### src/rtl/conv_pkg.sv
// Shared types and width helpers for the convolution window sequencer.
package conv_pkg;

   typedef enum logic [1:0] {IDLE, FILL, RUN, DONE} conv_state_e;

   // Bit width able to index 0..n-1; never narrower than one bit.
   function automatic int cw(input int n);
      return (n <= 1) ? 1 : $clog2(n);
   endfunction

endpackage

### src/rtl/wrap_counter.sv
// Modulo counter 0..MAX with synchronous clear; wrap flags the terminal count.
module wrap_counter
   import conv_pkg::*;
#(
   parameter int MAX = 31,
   parameter int W   = cw(MAX + 1)
) (
   input  logic         clk,
   input  logic         rst,
   input  logic         en,
   input  logic         clr,
   output logic [W-1:0] count,
   output logic         wrap
);

   assign wrap = (count == W'(MAX));

   always_ff @(posedge clk or negedge rst) begin
      if (!rst) begin
         count <= '0;
      end else if (clr) begin
         count <= '0;
      end else if (en) begin
         count <= wrap ? '0 : count + W'(1);
      end
   end

endmodule

### src/rtl/conv_window_ctrl.sv
// Sequencer for the line chain feeding a KxK convolution window.
// Optional window counter port enabled by CONV_WIN_PERF_CNT_EN.
// Handshakes: a transfer happens on a cycle where valid and ready are both high;
// valid never waits on ready and the payload holds while valid & ~ready.
module conv_window_ctrl
   import conv_pkg::*;
#(
   parameter int IMG_COLS = 32,
   parameter int IMG_ROWS = 32,
   parameter int KERNEL   = 5
) (
   input  logic                              clk,
   input  logic                              rst,
   input  logic                              start,
   input  logic                              in_valid,
   output logic                              in_ready,
   output logic                              buf_en,
   output logic                              win_valid,
   input  logic                              win_ready,
   output logic [cw(IMG_ROWS)-1:0]           win_row,
   output logic [cw(IMG_COLS)-1:0]           win_col,
   output logic                              busy,
   output logic                              frame_done,
`ifdef CONV_WIN_PERF_CNT_EN
   output logic [cw(IMG_ROWS*IMG_COLS+1)-1:0] win_count,
`endif
   output conv_state_e                       state_dbg
);

   localparam int COL_W = cw(IMG_COLS);
   localparam int ROW_W = cw(IMG_ROWS);

   conv_state_e      state_q, state_d;
   logic [COL_W-1:0] col_cnt;
   logic [ROW_W-1:0] row_cnt;
   logic             col_wrap, row_wrap;
   logic             in_done_q;
   logic             start_acc, accept, qualify, last_win;

   wrap_counter #(.MAX(IMG_COLS - 1), .W(COL_W)) u_col (
      .clk   (clk),
      .rst   (rst),
      .en    (accept),
      .clr   (start_acc),
      .count (col_cnt),
      .wrap  (col_wrap)
   );

   wrap_counter #(.MAX(IMG_ROWS - 1), .W(ROW_W)) u_row (
      .clk   (clk),
      .rst   (rst),
      .en    (accept & col_wrap),
      .clr   (start_acc),
      .count (row_cnt),
      .wrap  (row_wrap)
   );

   // Row-wrap columns (col_cnt < K-1) shift the chain but never emit a window.
   assign qualify  = accept & (row_cnt >= ROW_W'(KERNEL - 1)) & (col_cnt >= COL_W'(KERNEL - 1));
   assign last_win = win_valid & win_ready
                   & (win_row == ROW_W'(IMG_ROWS - KERNEL))
                   & (win_col == COL_W'(IMG_COLS - KERNEL));
   assign state_dbg = state_q;

   always_comb begin
      state_d    = state_q;
      in_ready   = 1'b0;
      start_acc  = 1'b0;
      busy       = 1'b0;
      frame_done = 1'b0;
      case (state_q)
         IDLE: begin
            if (start) begin
               start_acc = 1'b1;
               state_d   = FILL;
            end
         end
         FILL: begin
            busy     = 1'b1;
            in_ready = ~in_done_q & (~win_valid | win_ready);
            if (in_valid & in_ready & (row_cnt == ROW_W'(KERNEL - 1))
                & (col_cnt == COL_W'(KERNEL - 1))) begin
               state_d = RUN;
            end
         end
         RUN: begin
            busy     = 1'b1;
            in_ready = ~in_done_q & (~win_valid | win_ready);
            if (last_win) state_d = DONE;
         end
         DONE: begin
            frame_done = 1'b1;
            state_d    = IDLE;
         end
         default: state_d = IDLE;
      endcase
   end

   assign accept = in_valid & in_ready;
   assign buf_en = accept;

   always_ff @(posedge clk or negedge rst) begin
      if (!rst) begin
         state_q <= IDLE;
      end else begin
         state_q <= state_d;
      end
   end

   // Input closes after the final raster pixel so the chain stops shifting.
   always_ff @(posedge clk or negedge rst) begin
      if (!rst) begin
         in_done_q <= 1'b0;
      end else if (start_acc) begin
         in_done_q <= 1'b0;
      end else if (accept & col_wrap & row_wrap) begin
         in_done_q <= 1'b1;
      end
   end

   always_ff @(posedge clk or negedge rst) begin
      if (!rst) begin
         win_valid <= 1'b0;
         win_row   <= '0;
         win_col   <= '0;
      end else if (qualify) begin
         win_valid <= 1'b1;
         win_row   <= row_cnt - ROW_W'(KERNEL - 1);
         win_col   <= col_cnt - COL_W'(KERNEL - 1);
      end else if (win_ready) begin
         win_valid <= 1'b0;
      end
   end

`ifdef CONV_WIN_PERF_CNT_EN
   always_ff @(posedge clk or negedge rst) begin
      if (!rst) begin
         win_count <= '0;
      end else if (start_acc) begin
         win_count <= '0;
      end else if (win_valid & win_ready) begin
         win_count <= win_count + 1'b1;
      end
   end
`endif

endmodule

### config.mk
export PLATFORM = sky130hd
export DESIGN_NAME = conv_window_ctrl
export DESIGN_NICKNAME = d
export VERILOG_FILES = /design/src/rtl/conv_pkg.sv /design/src/rtl/wrap_counter.sv /design/src/rtl/conv_window_ctrl.sv
export SDC_FILE = /design/constraint.sdc
export NUM_CORES = 1
export LEC_CHECK = 0
export BUFFER_PORTS_ARGS = -buffer_cell sky130_fd_sc_hd__buf_2
export CORE_MARGIN = 2
export CORE_UTILIZATION = 60
export DETAILED_ROUTE_END_ITERATION = 10
export PLACE_DENSITY = 0.94
export SYNTH_ARGS = -nofsm -noshare
export SYNTH_HDL_FRONTEND = slang
export SYNTH_SLANG_ARGS = --single-unit
### constraint.sdc
create_clock -name clk -period 3.1 [get_ports clk]
set_clock_uncertainty 0.2 [all_clocks]
set_input_delay 0.62 -clock clk [delete_from_list [all_inputs] [get_ports clk]]
set_output_delay 0.62 -clock clk [all_outputs]
set_load 0.005 [all_outputs]
Word-level counts from Yosys, hierarchy flattened
Cells that the tools add are included.
{ "totals": {"latch_bits": 0, "rom_bits": 0, "mem_bits_rw": 0, "wordCells": 66, "reg_bits": 24, "inputBits": 5, "n_memories": 0} }
{ "classes": {"mux": 19, "n_reduce_logical": 7, "shift": 0, "n_div": 0, "n_bitwise": 15, "magnitude_cmp": 2, "add_sub_neg": 4, "n_mul": 0, "n_eq_ne": 12} }
{ "ops": {"columns": ["op", "n"], "rows": [
  ["$mux W5", 6],
  ["$eq A5 B5 Y1 const B", 4],
  ["$and A1 B1 Y1", 12],
  ["$add A5 B1 Y5 const B", 2],
  ["$eq A5 B3 Y1 const B", 2],
  ["$ge A5 B3 Y1 const B", 2],
  ["$sub A5 B3 Y5 const B", 2],
  ["$mux W1", 9],
  ["$pmux W2 S4", 1],
  ["$reduce_bool A2 Y1", 4],
  ["$mux W2", 3],
  ["$ne A2 B2 Y1 const B", 3],
  ["$eq A2 B2 Y1 const B", 2],
  ["$reduce_and A3 Y1", 1],
  ["$eq A2 B1 Y1 const B", 1],
  ["$logic_not A2 Y1", 1],
  ["$not A1 Y1", 2],
  ["$reduce_or A2 Y1", 1],
  ["$or A1 B1 Y1", 1]
]} }

Longest topological paths before layout
Gate-level depths: netlist (run 1).
{ "logic_depth": {"depth_word": 9, "mapped_depth": 6} }

Modules after synthesis
Synthesis (run 1) repeated with hierarchy kept, for this count alone.
{ "unflattened": {"cells_unflattened": 128, "hier_area_um2": 1442.6} }
{ "modules_own_cells": {"columns": ["mod", "cells_per_inst", "area_per_inst_um2", "instances"], "rows": [
  ["conv_window_ctrl", 76, 854.6, 1],
  ["wrap_counter", 26, 294.0, 2]
]} }

Least setup slack after synthesis (run 1)
No wires, ideal clock.
{ "synth_path": {"kind": "reg2reg", "from": "register u_col.count[2]", "to": "register win_col[1]", "setup_time_ns": 0.128, "t_arrival_ns": 1.657, "path_stages_with_launch": 6, "path_buffers": 1, "setup_slack_ns": 1.115, "t_required_ns": 2.772, "synth_period_minus_slack_ns": 1.985, "path_cell_list": "dfrtp_1 > ha_1 > a2111oi_0 > a211o_1 > buf_4 > mux2_1"} }
{ "synth_between": {"elab_chain_len": 2} }
{ "synth_rtl": {"columns": ["element", "line_no", "source"], "rows": [
  ["from (decl)", "wrap_counter.sv:12", "output logic [W-1:0] count,"],
  ["from (signal assigned)", "wrap_counter.sv:24", "count <= wrap ? '0 : count + W'(1);"],
  ["$ge A5 B3 Y1", "conv_window_ctrl.sv:59", "assign qualify = accept & (row_cnt >= ROW_W'(KERNEL - 1)) & (col_cnt >= COL_W'(KERNEL - 1));"],
  ["$and A1 B1 Y1", "conv_window_ctrl.sv:59", null],
  ["to (signal assigned)", "conv_window_ctrl.sv:129", "win_col <= col_cnt - COL_W'(KERNEL - 1);"],
  ["to (decl)", "conv_window_ctrl.sv:21", "output logic [cw(IMG_COLS)-1:0] win_col,"]
]} }
Every way passes these cells.
A chain may end at the register's enable or synchronous reset.

Worst setup path in the final report (run 1)
{ "layout_path": {"from": "register state_q[1] (netlist: state_dbg[1])", "to": "output buf_en"} }
{ "layout_between": {"elab_chain_len": 4, "elab_cells_between_ends": 5} }
{ "layout_rtl": {"columns": ["element", "line_no", "source"], "rows": [
  ["from (decl)", "conv_window_ctrl.sv:33", "conv_state_e state_q, state_d;"],
  ["from (signal assigned)", "conv_window_ctrl.sv:106", "state_q <= state_d;"],
  ["$eq A2 B2 Y1 or $eq A2 B1 Y1 (tied branches)", "conv_window_ctrl.sv:71", "case (state_q)"],
  ["$reduce_or A2 Y1 (no source line) *", null, null],
  ["$mux W1 *", null, null],
  ["$and A1 B1 Y1 *", "conv_window_ctrl.sv:99", "assign accept = in_valid & in_ready;"],
  ["to (decl)", "conv_window_ctrl.sv:17", "output logic buf_en,"]
]} }
Mark *: on every way between the ends. The rest lies on a longest branch, timed or not.

==> flow_summary.toml, run 1 <==
[status]
outcome = "completed"

[worst_setup_path]
path_common_cell = "inv_1"
worstPathRequired_ns = 2.28
path_cells = "inv_1 > ha_1 > nand3_2 > inv_1 > buf_2"
crit_fanout = 11
worstSetupStartpointType = "register"
cp_top_family = "flip-flops"
reg2reg_from = "state_dbg[1]"
crit_path_end_kind = "output port"
ff2ff_setup_slack_ns = 0.76
max_stage_delay_ns = 0.44
r2r-end = "win_row[4]"
path_class = "reg2out"
cp_slowest_cell = "dfrtp_1"
worstRegToRegCells = 5
cp.arrival_ns = 1.67
critPathBufInv = 3

[place]
placed_cell_area_um2 = 1550
hpwl_mm = 2.23
post-place-ws_ns = 0.770
gp_congestion = 0.807
io_buffers = 21

[power]
ir_worst_vdd_mv = 0.403
p_total_mw = 1.04
p_per_area_nw_per_um2 = 645
p_leak_nw = 0.843

[yosys]
synth_area_um2 = 1440
synth-main-ff-cell = "dfrtp_1"
synthArstFlopShare_pct = 100
synth_seq_area_share_pct = 41.8
ys_ff_latch = 24
synth_edf_count = 0
ys_types = 39
syn_area_per_cell_um2 = 10.7
ys_warn_count = 0
synthesis.nets = 156
syn_inst = 134

[hold_path]
hold_class = "in2async"

[cts]
cts_root_buffer = "clkbuf_4"
clk_pin_slew_ns = 0.14
cts_tree = "done"
cts.htree.levels = 1
clk_latency_ns = 0.32
clock-sinks = 24
numCtsBuffers = 3
holdBufCountCts = 0
post_cts_buffers = 0
cts_resized = 0
ctsLongestPathBuffers = 2

[die]
start_util_pct = 64.3
fp.dieW_um = 52.9
die_h_um = 52.9
dieArea_um2 = 2800
ios = 22
fp.coreArea_um2 = 2230
core.rowCount = 17

[drt]
postRouteAntennaNets = 0
wirelength_mm = 2.98
drtIter0Drc = 13
wl_per_cell_um = 16.2
num_vias = 1080
dr.pass1.iters = 4
drc = 0
via_per_inst = 5.87

[global_routing]
grt_overflow = 0
grt_util_all_layers_pct = 24.6
grt_pass1_wl_mm = 4.95
antenna_found_initial = 0
grt_pass1_vias = 1083
grt_max_degree = 25

[layout]
final_nets = 179
drive_gt1_share_pct = 21.2
design_area_um2 = 1610
antenna_cells = 0
fin_util_pct = 71.9
syn_to_final_growth_pct = 11.8

[sta]
timing.fmax_mhz = 402
fin_crit_ns = 2.49
finalMaxSlewViolations = 0
slew_headroom_pct = 63.9
setup_ws_ns = 0.609
worst_slew_pin_slew_ns = 0.541
rsz0062_at_grt = "false"
setup-tns-final_ns = 0
setup_viol_count_final = 0
fin_crit_sh_pct = 80.3
hold_viol_final = 0

[run]
drv_cap = 0
-- per-layer routing --
layer | vias up | global-route usage, % | wire length (um)
li1 | 512 | - | -
met3 | 8 | 2.82 | 52
met1 | 543 | 30.1 | 1280
met5 | - | 0 | 0
met4 | 0 | 9.83 | 55
met2 | 17 | 43.8 | 1590
-- Yosys cell counts (2+ instances only) --
cell type	number	area, um^2
a21oi_1	6	30.0
ha_1	17	213
inv_1	14	52.6
a32o_1	2	20.0
or3_1	2	12.5
nand4b_1	2	17.5
nand4_1	2	12.5
and2_1	3	18.8
mux2_1	8	90.1
nand2b_1	3	18.8
or3b_1	2	17.5
dfrtp_1	24	601
nor2_1	5	18.8
nand3_1	3	15.0
xor2_1	2	17.5
mux2i_1	4	40.0
o21ai_0	4	20.0
nand2_1	10	37.5
-- worst max path at each step --
stage	startpoint	endpoint	slack [ns]	cells past startpoint
floorplan	u_col.count[2]	win_col[1]	1.12	5
global placement	win_ready	win_col[0]	0.87	5
detailed placement	u_col.count[0]	win_col[0]	0.77	5
CTS	state_dbg[0]	buf_en	0.62	5
global route	state_dbg[1]	buf_en	0.45	5
finish	state_dbg[1]	buf_en	0.61	5
-- worst register-to-register path, stage by stage, from the launching register on --
cell and delay [ns]:
dfrtp_1 0.44, inv_1 0.10, ha_1 0.39, nand3_2 0.22
a211o_1 0.48, mux2_1 0.40
-- placed cells by master (no fill, tap or decap), types with 3 or more instances in the layout --
cell	count
clkbuf_4	3
inv_1	14
mux2i_1	4
nand2b_1	3
buf_2	21
nand3_1	3
ha_1	17
nor2_1	5
o21ai_0	4
mux2_1	8
dfrtp_1	24
nand2_1	10
and2_1	3
a21oi_1	6
-- sequential cells by signal (all words and copies together) (netlist names) --
| signal | cells |
|---|---|
| u_col.count | 5 |
| u_row.count | 5 |
| win_col | 5 |
| win_row | 5 |
| state_dbg | 2 |
| in_done_q | 1 |
| win_valid | 1 |
-- report_power, final --
part | switching, mW | leakage [nW] | internal [mW]
logic | 0.163 | 0.522 | 0.162
clock network | 0.100 | 0.0279 | 0.131
registers | 0.0902 | 0.293 | 0.391
-- per-stage QoR --
stage | hold WS (ns) | instances
4_1_cts | 0.0687 | 184
5_1_grt | 0.0856 | 184
2_1_floorplan | 0.124 | 134
3_5_place_dp | 0.306 | 180
3_3_place_gp | 0.293 | 180
6_report | 0.0594 | 184
-- cell type report --
cell class / count / area (um^2)
multi-input cells: 93 / 761
fillers: 166 / 627
flip-flops and latches: 24 / 601
repair buffers: 21 / 105
inverters: 14 / 52.6
well taps: 28 / 35.0
clock inverters: 1 / 30.0
clock buffers: 3 / 22.5
-- kinds of logic after synthesis --
kind of cell	Yosys count	synth area share [%]
AO/OA/AOI/OAI	20	9.50
adder cells (fa/ha/maj)	17	14.8
buffers and inverters	17	5.23
multiplexers	13	9.84
XOR/XNOR	2	1.22
AND/OR/NAND/NOR	41	17.6
flip-flops	24	41.8
No activity file was read; power rests on OpenSTA's default activity.
==> run 2, diff against run 1 <==
--- a/config.mk
+++ b/config.mk
@@ -7,9 +7,9 @@
 export LEC_CHECK = 0
 export BUFFER_PORTS_ARGS = -buffer_cell sky130_fd_sc_hd__buf_2
 export CORE_MARGIN = 2
-export CORE_UTILIZATION = 60
+export CORE_UTILIZATION = 56
 export DETAILED_ROUTE_END_ITERATION = 10
-export PLACE_DENSITY = 0.94
+export PLACE_DENSITY = 0.89
 export SYNTH_ARGS = -nofsm -noshare
 export SYNTH_HDL_FRONTEND = slang
 export SYNTH_SLANG_ARGS = --single-unit
==> constraint.sdc (replaced) <==
create_clock -name clk -period 2.54 [get_ports clk]
set_clock_uncertainty 0.2 [all_clocks]
set_input_delay 0.508 -clock clk [delete_from_list [all_inputs] [get_ports clk]]
set_output_delay 0.508 -clock clk [all_outputs]
set_load 0.005 [all_outputs]
==> run 2 against run 1 <==
  * Sequential power rose by 22%
  * Worst setup slack worse by 0.46 ns
  * Sequential share of layout area shrank 0.29 points
  * Worst hold slack gained 0.22 ns
  * Global-route usage is 3.1 points lower
  * Critical path depth unchanged
  * Design area is 0.78% higher
  * Combinational power rose by 19%
  * Clock power up 22%
  * Final cell count increased by 1.6%
  * Utilization is 6.0 points lower
  * Wire length fell by 4.1%
  * Largest cell class unchanged
  * Largest power group unchanged
==> flow_summary.toml, run 2 (synthesis gave the netlist of run 1 again) <==
[worst_setup_path]
cp_top_family = "flip-flops"
worstSetupStartpointType = "register"
path_cells = "inv_1 > ha_1 > nand3_2 > inv_1 > buf_2"
path_class = "reg2out"
critPathBufInv = 3
cp.arrival_ns = 1.68
crit_path_end_kind = "output port"
path_common_cell = "inv_1"
worstPathRequired_ns = 1.83
cp_slowest_cell = "dfrtp_1"
max_stage_delay_ns = 0.43
crit_fanout = 11

[layout]
final-instance-count-excl-fill = 187
antenna_cells = 0
final_nets = 180
syn_to_final_growth_pct = 12.7
final_common_cell = "dfrtp_1"
drive_gt1_share_pct = 21.0
layout_common_cells = "dfrtp_1, buf_2, ha_1"
fill_cells = 190
design_area_um2 = 1620

[drt]
num_vias = 1030
via_per_inst = 5.51
dr.pass1.iters = 4
drc = 0
postRouteAntennaNets = 0
drtIter0Drc = 21
wirelength_mm = 2.85
wl_per_cell_um = 15.3

[die]
start_util_pct = 58.5
core.rowCount = 18
fp.coreArea_um2 = 2450
fp.dieW_um = 54.6
dieArea_um2 = 2990
die_h_um = 54.6
ios = 22

[place]
io_buffers = 21
post-place-ws_ns = 0.220
placed_cell_area_um2 = 1560
gp_congestion = 0.759
dp.cells = 182
hpwl_mm = 2.13

[global_routing]
antenna_found_initial = 0
grt_max_degree = 25
grt_overflow = 0
grt_pass1_wl_mm = 4.49
grt_pass1_vias = 997
grt_util_all_layers_pct = 21.5

[run]
drv_cap = 0

[cts]
cts_tree = "done"
holdBufCountCts = 1
post_cts_buffers = 0
numCtsBuffers = 3
clk_latency_ns = 0.34
ctsLongestPathBuffers = 2
clk_pin_slew_ns = 0.14
cts_root_buffer = "clkbuf_4"
clock-sinks = 24
cts.htree.levels = 1
cts_resized = 0

[power]
ir_worst_vdd_mv = 0.577
p_leak_nw = 0.847
p_per_area_nw_per_um2 = 776

[sta]
slew_headroom_pct = 63.2
rsz0062_at_grt = "false"
worst_slew_pin_slew_ns = 0.552
hold_viol_final = 0
fin_crit_sh_pct = 94.0
setup_viol_count_final = 0
setup-tns-final_ns = 0
setup_ws_ns = 0.153
timing.fmax_mhz = 419
fin_crit_ns = 2.39
finalMaxSlewViolations = 0

[hold_path]
hold_class = "in2reg"

[status]
outcome = "completed"
-- run 2: path summary, 6_finish.rpt --
| check | start | end | slack [ns] | cells after the start |
|---|---|---|---|---|
| min in group asynchronous | rst | in_done_q | 0.47 | 2 |
| worst max register to register | u_col.count[0] | win_col[0] | 0.18 | 5 |
| max in group asynchronous | rst | win_col[4] | 1.29 | 2 |
| worst min-delay path | start | in_done_q | 0.28 | 3 |
| worst min register to register | win_col[2] | win_col[2] | 0.32 | 1 |
| worst max-delay path | state_dbg[0] | buf_en | 0.15 | 5 |
-- run 2: through the flow --
| stage | utilization [%] | total power [mW] | hold WS, ns |
|---|---|---|---|
| after CTS | 66.0 | 1.26 | 0.273 |
| after detailed placement | 63.4 | 0.973 | 0.300 |
| final | 66.0 | 1.26 | 0.280 |
| after global placement | 63.4 | 0.951 | 0.292 |
| after floorplan | - | 0.845 | 0.0124 |
| after global routing | 66.0 | 1.34 | 0.328 |
-- run 2: area by class of cell --
cell class	instances	area, um^2	share of cell area [%]
multi-input combinational	93	761	47.0
sequential	24	601	37.1
timing repair buffer	22	115	7.11
inverter	14	52.6	3.25
tap	30	37.5	2.32
clock inverter	1	30.0	1.85
clock buffer	3	22.5	1.39
-- run 2: worst reg2reg max path: cells and delay by family, from the launching register on --
kind	cells	cell delay (ns)
AOI/OAI and AO/OA	2	0.92
adders and majority gates	1	0.21
buffers and inverters	1	0.07
muxes	1	0.39
DFF	1	0.48
-- run 2: routing by layer --
layer	global-route usage, %	vias to the layer above	wire length, um
li1	-	513	-
met4	5.00	0	19
met2	40.1	12	1570
met1	23.8	502	1180
met3	5.74	3	84
met5	0	-	0
-- run 2: where the power goes --
| part | internal [mW] | leakage [nW] | switching, mW |
|---|---|---|---|
| registers | 0.478 | 0.293 | 0.109 |
| clock network | 0.160 | 0.0279 | 0.122 |
| logic | 0.196 | 0.526 | 0.191 |
| total | 0.834 | 0.847 | 0.422 |
==> run 3, diff against run 2 <==
--- a/config.mk
+++ b/config.mk
@@ -7,9 +7,10 @@
 export LEC_CHECK = 0
 export BUFFER_PORTS_ARGS = -buffer_cell sky130_fd_sc_hd__buf_2
 export CORE_MARGIN = 2
-export CORE_UTILIZATION = 56
+export CORE_UTILIZATION = 60
 export DETAILED_ROUTE_END_ITERATION = 10
-export PLACE_DENSITY = 0.89
+export PLACE_DENSITY = 0.94
+export REMOVE_ABC_BUFFERS = 1
 export SYNTH_ARGS = -nofsm -noshare
 export SYNTH_HDL_FRONTEND = slang
 export SYNTH_SLANG_ARGS = --single-unit
==> constraint.sdc (replaced) <==
create_clock -name clk -period 3 [get_ports clk]
set_clock_uncertainty 0.2 [all_clocks]
set_input_delay 0.6 -clock clk [delete_from_list [all_inputs] [get_ports clk]]
set_output_delay 0.6 -clock clk [all_outputs]
set_load 0.005 [all_outputs]
==> run 3 against run 2 <==
  * Clock power decreased by 39%
  * Register-to-register slack improved by 0.47 ns
  * Utilization increased by 5.3 points
  * Critical path depth unchanged
  * Via count increased by 2.4%
  * Design area decreased by 1.8%
  * Worst setup slack improved by 0.37 ns
  * Flip-flop and latch count unchanged
  * Sequential share of layout area increased by 0.67 points
==> flow_summary.toml, run 3 (synthesis gave the netlist of run 1 again) <==
[status]
outcome = "completed"

[worst_setup_path]
path_common_cell = "inv_1"
crit_path_end_kind = "output port"
worstPathRequired_ns = 2.20
worstRegToRegCells = 5
worstSetupStartpointType = "register"
reg2reg_from = "u_col.count[3]"
path_cells = "inv_1 > ha_1 > nand3_2 > inv_1 > buf_2"
r2r-end = "win_col[0]"
cp_slowest_cell = "dfrtp_1"
max_stage_delay_ns = 0.43
cp.arrival_ns = 1.68
ff2ff_setup_slack_ns = 0.65
crit_fanout = 11
path_class = "reg2out"

[power]
p_clk_share_pct = 17.2
ir_worst_vdd_mv = 0.433
switchingPower_uw = 360
p_leak_nw = 0.836
switching_share_pct = 35.8
p_comb_share_pct = 32.9
p_seq_share_pct = 49.9
p_per_area_nw_per_um2 = 632
intPower_uw = 645

[drt]
num_vias = 1055
via_per_inst = 5.73
wirelength_mm = 2.88
drtIter0Drc = 7
postRouteAntennaNets = 0
dr.pass1.iters = 4
wl_per_cell_um = 15.6
drc = 0

[place]
io_buffers = 21
placed_cell_area_um2 = 1550
gp_congestion = 0.801
hpwl_mm = 2.23

[cts]
clk_latency_ns = 0.32
post_cts_buffers = 0
holdBufCountCts = 0
clk_pin_slew_ns = 0.13
numCtsBuffers = 3
ctsLongestPathBuffers = 2
cts.htree.levels = 1
clock-sinks = 24
cts_tree = "done"
cts_root_buffer = "clkbuf_4"
cts_resized = 0

[layout]
syn_to_final_growth_pct = 10.7
multi_input_area_um2 = 761
final_common_cell = "dfrtp_1"
design_area_um2 = 1590
layout_common_cells = "dfrtp_1, buf_2, ha_1"
regArea_um2 = 601
fill_cells = 168
antenna_cells = 0
final_nets = 179
drive_gt1_share_pct = 21.2

[global_routing]
grt_max_degree = 25
grt_overflow = 0
grt_util_all_layers_pct = 24.3
grt_pass1_wl_mm = 4.83
antenna_found_initial = 0
grt_pass1_vias = 1086

[die]
dieArea_um2 = 2800
core.rowCount = 17
die_h_um = 52.9
fp.dieW_um = 52.9
ios = 22
fp.coreArea_um2 = 2230
start_util_pct = 64.3

[sta]
setup_viol_count_final = 0
fin_crit_sh_pct = 82.6
worst_slew_pin_slew_ns = 0.530
rsz0062_at_grt = "false"
hold_viol_final = 0
finalMaxSlewViolations = 0
fin_crit_ns = 2.48
setup-tns-final_ns = 0
timing.fmax_mhz = 404
slew_headroom_pct = 64.7

[hold_path]
hold_class = "in2async"

[run]
drv_cap = 0
## run 3: cell count changes in the layout (fill, tap and decap cells not counted)
cell           before  now
bufinv_16           1    0
dlygate4sd3_1       1    0
clkbuf_8            0    1
## run 3: critical path, delay by kind of cell (launching register included)
family | cells | cell delay [ns]
adder cells (fa/ha/maj) | 1 | 0.39
buffers and inverters | 3 | 0.32
flip-flops | 1 | 0.43
AND/OR/NAND/NOR | 1 | 0.22
## run 3: metrics by stage
stage / hold slack (ns) / std cells / util (%) / worst slack, ns / total power [mW]
floorplan: 0.104 / 131 / - / 0.917 / 0.703
global placement: 0.292 / 180 / 69.6 / 0.768 / 0.807
detailed placement: 0.300 / 180 / 69.6 / 0.666 / 0.839
CTS: 0.0544 / 184 / 71.2 / 0.541 / 1.01
global route: 0.0718 / 184 / 71.2 / 0.425 / 1.08
finish: 0.0380 / 184 / 71.2 / 0.523 / 1.00
## run 3: power by group through the flow
stage / sequential (mW) / combinational (mW) / clock [mW]
3_3_place_gp: 0.493 / 0.313 / 0
4_1_cts: 0.500 / 0.335 / 0.171
3_5_place_dp: 0.507 / 0.332 / 0
6_report: 0.501 / 0.331 / 0.172
5_1_grt: 0.513 / 0.380 / 0.186
2_1_floorplan: 0.486 / 0.216 / 0
## run 3: area by class of cell
type	count	area share [%]
Multi-Input combinational cell	93	47.8
Sequential cell	24	37.8
Timing Repair Buffer	21	6.61
Inverter	14	3.30
Clock buffer	4	2.28
Tap cell	28	2.20
## run 3: worst max-delay path by stage
stage	from	end	slack (ns)	cells after the start
floorplan	state_dbg[0]	win_col[1]	0.92	5
global placement	win_ready	win_col[0]	0.77	5
detailed placement	u_col.count[3]	win_col[1]	0.67	5
CTS	state_dbg[0]	buf_en	0.54	5
global route	state_dbg[0]	buf_en	0.42	5
finish	state_dbg[0]	buf_en	0.52	5
## run 3: layer usage
metal / global-route usage, % / wire [um] / vias up
met1: 28.7 / 1220 / 523
met3: 2.82 / 69 / 8
met5: 0 / 0 / -
li1: - / - / 508
met2: 43.5 / 1530 / 16
met4: 11.1 / 57 / 0
